[src/rtl/selftest_pkg.sv]
// Shared definitions for the self-test sequencer: FSM encoding and blink-code timing.
package selftest_pkg;

    typedef logic [2:0] state_t;

    localparam state_t S_IDLE   = 3'd0;
    localparam state_t S_LAUNCH = 3'd1;
    localparam state_t S_WAIT   = 3'd2;
    localparam state_t S_NEXT   = 3'd3;
    localparam state_t S_PASS   = 3'd4;
    localparam state_t S_FAIL   = 3'd5;

    // Dark gap between blink-code repetitions, in phases.
    localparam int unsigned BLINK_GAP   = 4;
    localparam int unsigned BLINK_GAP_W = $clog2(BLINK_GAP);

endpackage

[src/rtl/blink_code.sv]
// Red LED blink-code generator: (i_count+1) on/off pulses, then a dark gap, repeating.
module blink_code
    import selftest_pkg::*;
#(
    parameter int unsigned IDX_W   = 3,
    parameter int unsigned BLINK_W = 22
) (
    input  logic             i_clk,
    input  logic             i_rst_n,
    input  logic             i_en,
    input  logic [IDX_W-1:0] i_count,
    output logic             o_led
);

    logic [BLINK_W-1:0]     r_presc;
    logic [BLINK_GAP_W-1:0] r_phase;
    logic [IDX_W:0]         r_pulse;
    logic                   w_tick;
    logic                   w_in_gap;

    assign w_tick   = &r_presc;
    // r_pulse runs past the last pulse index while the gap is being counted.
    assign w_in_gap = r_pulse > {1'b0, i_count};

    always_ff @(posedge i_clk or negedge i_rst_n) begin
        if (!i_rst_n) begin
            r_presc <= '0;
            r_phase <= '0;
            r_pulse <= '0;
        end else if (!i_en) begin
            r_presc <= '0;
            r_phase <= '0;
            r_pulse <= '0;
        end else begin
            r_presc <= r_presc + 1'b1;
            if (w_tick) begin
                if (w_in_gap) begin
                    if (r_phase == BLINK_GAP_W'(BLINK_GAP - 1)) begin
                        r_phase <= '0;
                        r_pulse <= '0;
                    end else begin
                        r_phase <= r_phase + 1'b1;
                    end
                end else if (r_phase[0]) begin
                    r_phase <= '0;
                    r_pulse <= r_pulse + 1'b1;
                end else begin
                    r_phase <= BLINK_GAP_W'(1);
                end
            end
        end
    end

    assign o_led = i_en & ~w_in_gap & ~r_phase[0];

endmodule

[src/rtl/selftest_runner.sv]
// Runs the attached test fixtures in index order with a per-test timeout and
// reports the aggregate verdict on status outputs and the RGB LED.
module selftest_runner
    import selftest_pkg::*;
#(
    parameter int unsigned N_TESTS   = 4,
    parameter int unsigned IDX_W     = 3,
    parameter int unsigned TIMEOUT_W = 16,
    parameter int unsigned BLINK_W   = 22
) (
    input  logic               i_clk,
    input  logic               i_rst_n,
    input  logic               i_start,
    input  logic [N_TESTS-1:0] i_running,
    input  logic [N_TESTS-1:0] i_passed,
    output logic [N_TESTS-1:0] o_run,
    output logic               o_busy,
    output logic               o_done,
    output logic               o_pass,
    output logic               o_timeout,
    output logic [IDX_W-1:0]   o_fail_idx,
    output logic               o_led_r,
    output logic               o_led_g,
    output logic               o_led_b
);

    state_t                r_state;
    state_t                w_next;
    logic [IDX_W-1:0]      r_idx;
    logic [IDX_W-1:0]      r_fail_idx;
    logic [TIMEOUT_W-1:0]  r_cnt;
    logic [TIMEOUT_W-1:0]  w_cnt_inc;
    logic                  r_start_q;
    logic                  r_start_edge;
    logic                  r_timeout;
    logic [N_TESTS-1:0]    w_sel;
    logic                  w_running;
    logic                  w_passed;
    logic                  w_last;
    logic                  w_cnt_sat;
    logic                  w_idle_like;
    logic                  w_begin;

    assign w_sel       = N_TESTS'(1) << r_idx;
    assign w_running   = |(i_running & w_sel);
    assign w_passed    = |(i_passed & w_sel);
    assign w_last      = (r_idx == IDX_W'(N_TESTS - 1));
    assign w_cnt_inc   = r_cnt + 1'b1;
    // Saturation is judged on the incremented value so WAIT lasts 2^TIMEOUT_W-1 cycles.
    assign w_cnt_sat   = &w_cnt_inc;
    assign w_idle_like = (r_state == S_IDLE) || (r_state == S_PASS) || (r_state == S_FAIL);
    assign w_begin     = r_start_edge && w_idle_like;

    always_ff @(posedge i_clk or negedge i_rst_n) begin
        if (!i_rst_n) begin
            r_state <= S_IDLE;
        end else begin
            r_state <= w_next;
        end
    end

    always_comb begin
        w_next = r_state;
        case (r_state)
            S_IDLE, S_PASS, S_FAIL: begin
                if (r_start_edge) w_next = S_LAUNCH;
            end
            S_LAUNCH: w_next = S_WAIT;
            S_WAIT: begin
                if (!w_running) begin
                    w_next = w_passed ? S_NEXT : S_FAIL;
                end else if (w_cnt_sat) begin
                    w_next = S_FAIL;
                end
            end
            S_NEXT:  w_next = w_last ? S_PASS : S_LAUNCH;
            default: w_next = S_IDLE;
        endcase
    end

    always_ff @(posedge i_clk or negedge i_rst_n) begin
        if (!i_rst_n) begin
            r_start_q    <= 1'b0;
            r_start_edge <= 1'b0;
            r_idx        <= '0;
            r_cnt        <= '0;
            r_fail_idx   <= '0;
            r_timeout    <= 1'b0;
        end else begin
            r_start_q    <= i_start;
            r_start_edge <= i_start & ~r_start_q;
            if (w_begin) begin
                r_idx      <= '0;
                r_fail_idx <= '0;
                r_timeout  <= 1'b0;
            end
            case (r_state)
                S_LAUNCH: r_cnt <= '0;
                S_WAIT: begin
                    if (!(&r_cnt)) r_cnt <= w_cnt_inc;
                    if (w_next == S_FAIL) begin
                        r_fail_idx <= r_idx;
                        r_timeout  <= w_running;
                    end
                end
                S_NEXT: begin
                    if (!w_last) r_idx <= r_idx + 1'b1;
                end
                default: ;
            endcase
        end
    end

    always_comb begin
        o_run   = '0;
        o_busy  = 1'b0;
        o_done  = 1'b0;
        o_pass  = 1'b0;
        o_led_g = 1'b0;
        o_led_b = 1'b0;
        case (r_state)
            S_LAUNCH, S_WAIT: begin
                o_run   = w_sel;
                o_busy  = 1'b1;
                o_led_b = 1'b1;
            end
            S_NEXT: begin
                o_busy  = 1'b1;
                o_led_b = 1'b1;
            end
            S_PASS: begin
                o_done  = 1'b1;
                o_pass  = 1'b1;
                o_led_g = 1'b1;
            end
            S_FAIL:  o_done = 1'b1;
            default: ;
        endcase
    end

    assign o_timeout  = r_timeout;
    assign o_fail_idx = r_fail_idx;

    blink_code #(
        .IDX_W   (IDX_W),
        .BLINK_W (BLINK_W)
    ) u_blink (
        .i_clk   (i_clk),
        .i_rst_n (i_rst_n),
        .i_en    (r_state == S_FAIL),
        .i_count (r_fail_idx),
        .o_led   (o_led_r)
    );

endmodule

[config.mk]
export PLATFORM = sky130hd
export DESIGN_NAME = selftest_runner
export DESIGN_NICKNAME = d
export VERILOG_FILES = /design/src/rtl/selftest_pkg.sv /design/src/rtl/blink_code.sv /design/src/rtl/selftest_runner.sv
export SDC_FILE = /design/constraint.sdc
export NUM_CORES = 1
export LEC_CHECK = 0
export ABC_AREA = 1
export CAP_MARGIN = 20
export CORE_AREA = 5 5 103 76
export DETAILED_ROUTE_END_ITERATION = 10
export DIE_AREA = 0 0 108 81
export PLACE_DENSITY = 0.71
export SYNTH_ARGS = -nofsm -noshare
export SYNTH_HDL_FRONTEND = slang
export SYNTH_SLANG_ARGS = --single-unit
[constraint.sdc]
create_clock -name i_clk -period 2.65 [get_ports i_clk]
set_input_delay 0.53 -clock i_clk [delete_from_list [all_inputs] [get_ports i_clk]]
set_output_delay 0.53 -clock i_clk [all_outputs]
set_load 0.005 [all_outputs]
==> impl_metrics.ini <==
[timing]
drv_slew = 0
maxSlewHeadroom = 0.5281
setup_viol = 0
timing.final.hold_violations = 0
rsz0062_at_grt = no
min_period_over_period = 0.9301
tns_ns = 0
final.setup_skew_ns = 0.01410
worstMarginPinSlew_ns = 0.7025
setup_ws_ns = 0.1853
fin_crit_ns = 2.465
fmax_mhz = 405.7

[yosys]
synth_top_area_cell = dfrtp_1
synth_top_cells_by_count = 112 x nand2_1, 64 x inv_1, 56 x dfrtp_1, 54 x nor2_1, 34 x nand3_1
synthTopCellsByArea = dfrtp_1 41%, nand2_1 12%, inv_1 7.0%
synth-seq-area-share = 0.4110
synth.avg_cell_area_um2 = 7.493
synth.distinct_cells = 37
synth-seq-cells = 56
synth_fp_nets = 478
yosysTopAreaCellShare = 0.4110
synthArstFlopShare = 1.000
ys_warn_count = 0
yosysMostFrequentCell = nand2_1
ys.flop_type = dfrtp_1
syn_inst = 455
synth_edf_count = 0
synth_area_mm2 = 0.003410

[clock_tree]
clk_pin_slew_ns = 0.11
clockRootBuffer = clkbuf_8
clkLatencyLatePin_ns = 0.32
cts_htree_levels = 2
cts_buffers = 5
clkSinkCount = 56
tritoncts = built
cts_max_path_buffers = 2

[flow_run]
max-cap-violations = 0

[run_status]
status = finished clean

[place]
post-place-ws_ns = 0.1625
hpwl_um = 5580
port_buffers = 24
globalplace.congestion = 0.8656

[pwr]
leakagePower_nw = 1.751
vdd_drop_max_mv = 0.3147
p_comb_frac = 0.348
switching_share = 0.3624
p_sw_mw = 0.8728
intPower_mw = 1.536
p_per_area_mw_per_mm2 = 609.6
clock_power_share = 0.250
seqPwrFrac = 0.401

[cells_and_area]
drive_gt1_frac = 0.1227
utilization = 0.5958
area_delta_synth_final_pct = 15.89
antennaDiodeCount = 0
nNetsFinal = 511

[setup_path]
crit_arrival_ns = 1.93
worstPathMaxFanout = 6
path_class = reg -> out
cp-start-kind = flip-flop
rr_startpoint = u_blink.r_presc[0]
crit_start = r_state[0]
crit_required_ns = 2.12
end_kind = primary output

[die]
dieArea_mm2 = 0.008748
core_area_mm2 = 0.006631
rows = 25
die_width_um = 108
initial_core_util = 0.5142
fp.dieH_um = 81
io_pins = 25

[detailed_routing]
drc = 0
antenna_left = 0
wl_per_cell_um = 12.85
finalWirelength_um = 7494
vias_per_cell = 5.166
dr_total_vias = 3012
drt-initial-drc-count = 251
drtPass1Iterations = 7

[global_route]
grt_first_pass_wirelength_um = 13190
grt_overflow = 0
grt_max_degree = 36
grt_usage = 0.1888
grt_antenna_before_repair = 0
grt_pass1_vias = 2816

[min_path]
hp-class = in -> async
==> final timing paths <==
kind,cells past startpoint,slack (ns),to
worst max-delay path,9,0.19,o_run[0]
worst min-delay path,1,0.19,r_cnt[5]
worst max register to register,10,0.57,u_blink.r_pulse[0]
worst min register to register,1,0.42,r_start_edge
max in group asynchronous,2,1.88,u_blink.r_presc[4]
min in group i_clk,1,0.42,r_start_edge
==> power groups by stage <==
stage | Clock, mW | Combinational [mW] | Sequential (mW)
floorplan | 0 | 0.521 | 0.974
global placement | 0 | 0.785 | 0.983
detailed placement | 0 | 0.808 | 0.984
CTS | 0.620 | 0.834 | 0.965
global route | 0.661 | 0.931 | 0.977
finish | 0.603 | 0.839 | 0.967
==> critical path: stages, from the launching register on <==
cell and delay, ns:
dfrtp_1 0.39, inv_2 0.08, nor2_2 0.10, inv_1 0.06
nor2_1 0.12, inv_1 0.09, nand2_1 0.07, inv_2 0.07
nor2_1 0.11, clkdlybuf4s50_1 0.52
==> state kept, by name (all words and copies together) (netlist names) <==
signal and count:
r_start_edge 1, r_start_q 1, r_cnt 16, r_state 3, u_blink.r_presc 22, u_blink.r_phase 2
o_timeout 1, o_fail_idx 3, r_idx 3, u_blink.r_pulse 4
==> routing by layer <==
layer / global-route usage / vias up / part of all wire
met3: 0.03415 / 12 / 0.059
met2: 0.2798 / 71 / 0.42
met5: 0 / - / 0
met4: 0.05927 / 0 / 0.015
met1: 0.2800 / 1404 / 0.51
li1: - / 1525 / -
==> area by class of cell <==
class | instances | area [µm²]
fillers | 609 | 2680
clock buffers | 6 | 82.58
repair buffers | 33 | 314.1
multi-input cells | 323 | 1738
well taps | 94 | 117.6
clock inverters | 2 | 38.79
inverters | 69 | 259.0
flip-flops and latches | 56 | 1401
==> per-stage QoR <==
step / instance area (µm²) / hold slack, ns / cells / total power, mW
final: 3951 / 0.1939 / 583 / 2.409
after global routing: 3951 / 0.2352 / 583 / 2.569
after CTS: 3946 / 0.2080 / 583 / 2.420
after detailed placement: 3762 / 0.4143 / 570 / 1.792
after global placement: 3762 / 0.3942 / 570 / 1.768
after floorplan: 3410 / 0.2344 / 455 / 1.496
==> what timing repair did <==
action                     in CTS  in global routing
hold buffers                    0                  0
buffers inserted                5                  0
setup endpoints to repair       1                  5
pin swaps                       4                  1
gates resized for setup         9                  4
==> logic make-up after synthesis <==
| kind of cell | share of synthesized area |
|---|---|
| fa+ha+maj | 0.04404 |
| simple gates | 0.3563 |
| xor+xnor | 0.02312 |
| flops | 0.4110 |
| buf+inv | 0.08844 |
| compound gates | 0.07706 |
==> layout by cell type, fill, tap and decap left out, drive strengths merged <==
| cell | netlist | final |
|---|---|---|
| nand3b | 1 | 1 |
| o31ai | 1 | 1 |
| buf | 4 | 10 |
| o22ai | 5 | 5 |
| a21oi | 9 | 9 |
| o21ai | 21 | 21 |
| a31oi | 3 | 3 |
| nor3 | 18 | 18 |
| o21a | 3 | 3 |
| nor4 | 2 | 2 |
| clkbuf | 3 | 6 |
| xnor2 | 3 | 3 |
| dfrtp | 56 | 56 |
| a211oi | 2 | 2 |
| nand4 | 11 | 11 |
| bufinv | 0 | 1 |
| nor2 | 67 | 67 |
| nor3b | 2 | 2 |
| nand3 | 40 | 40 |
| clkinv | 0 | 1 |
| a41oi | 1 | 1 |
| inv | 69 | 69 |
| clkdlybuf4s50 | 0 | 22 |
| nand2 | 116 | 116 |
| ha | 12 | 12 |
| xor2 | 6 | 6 |
| dlygate4sd2 | 0 | 1 |
No activity file was read; power rests on OpenSTA's default activity.
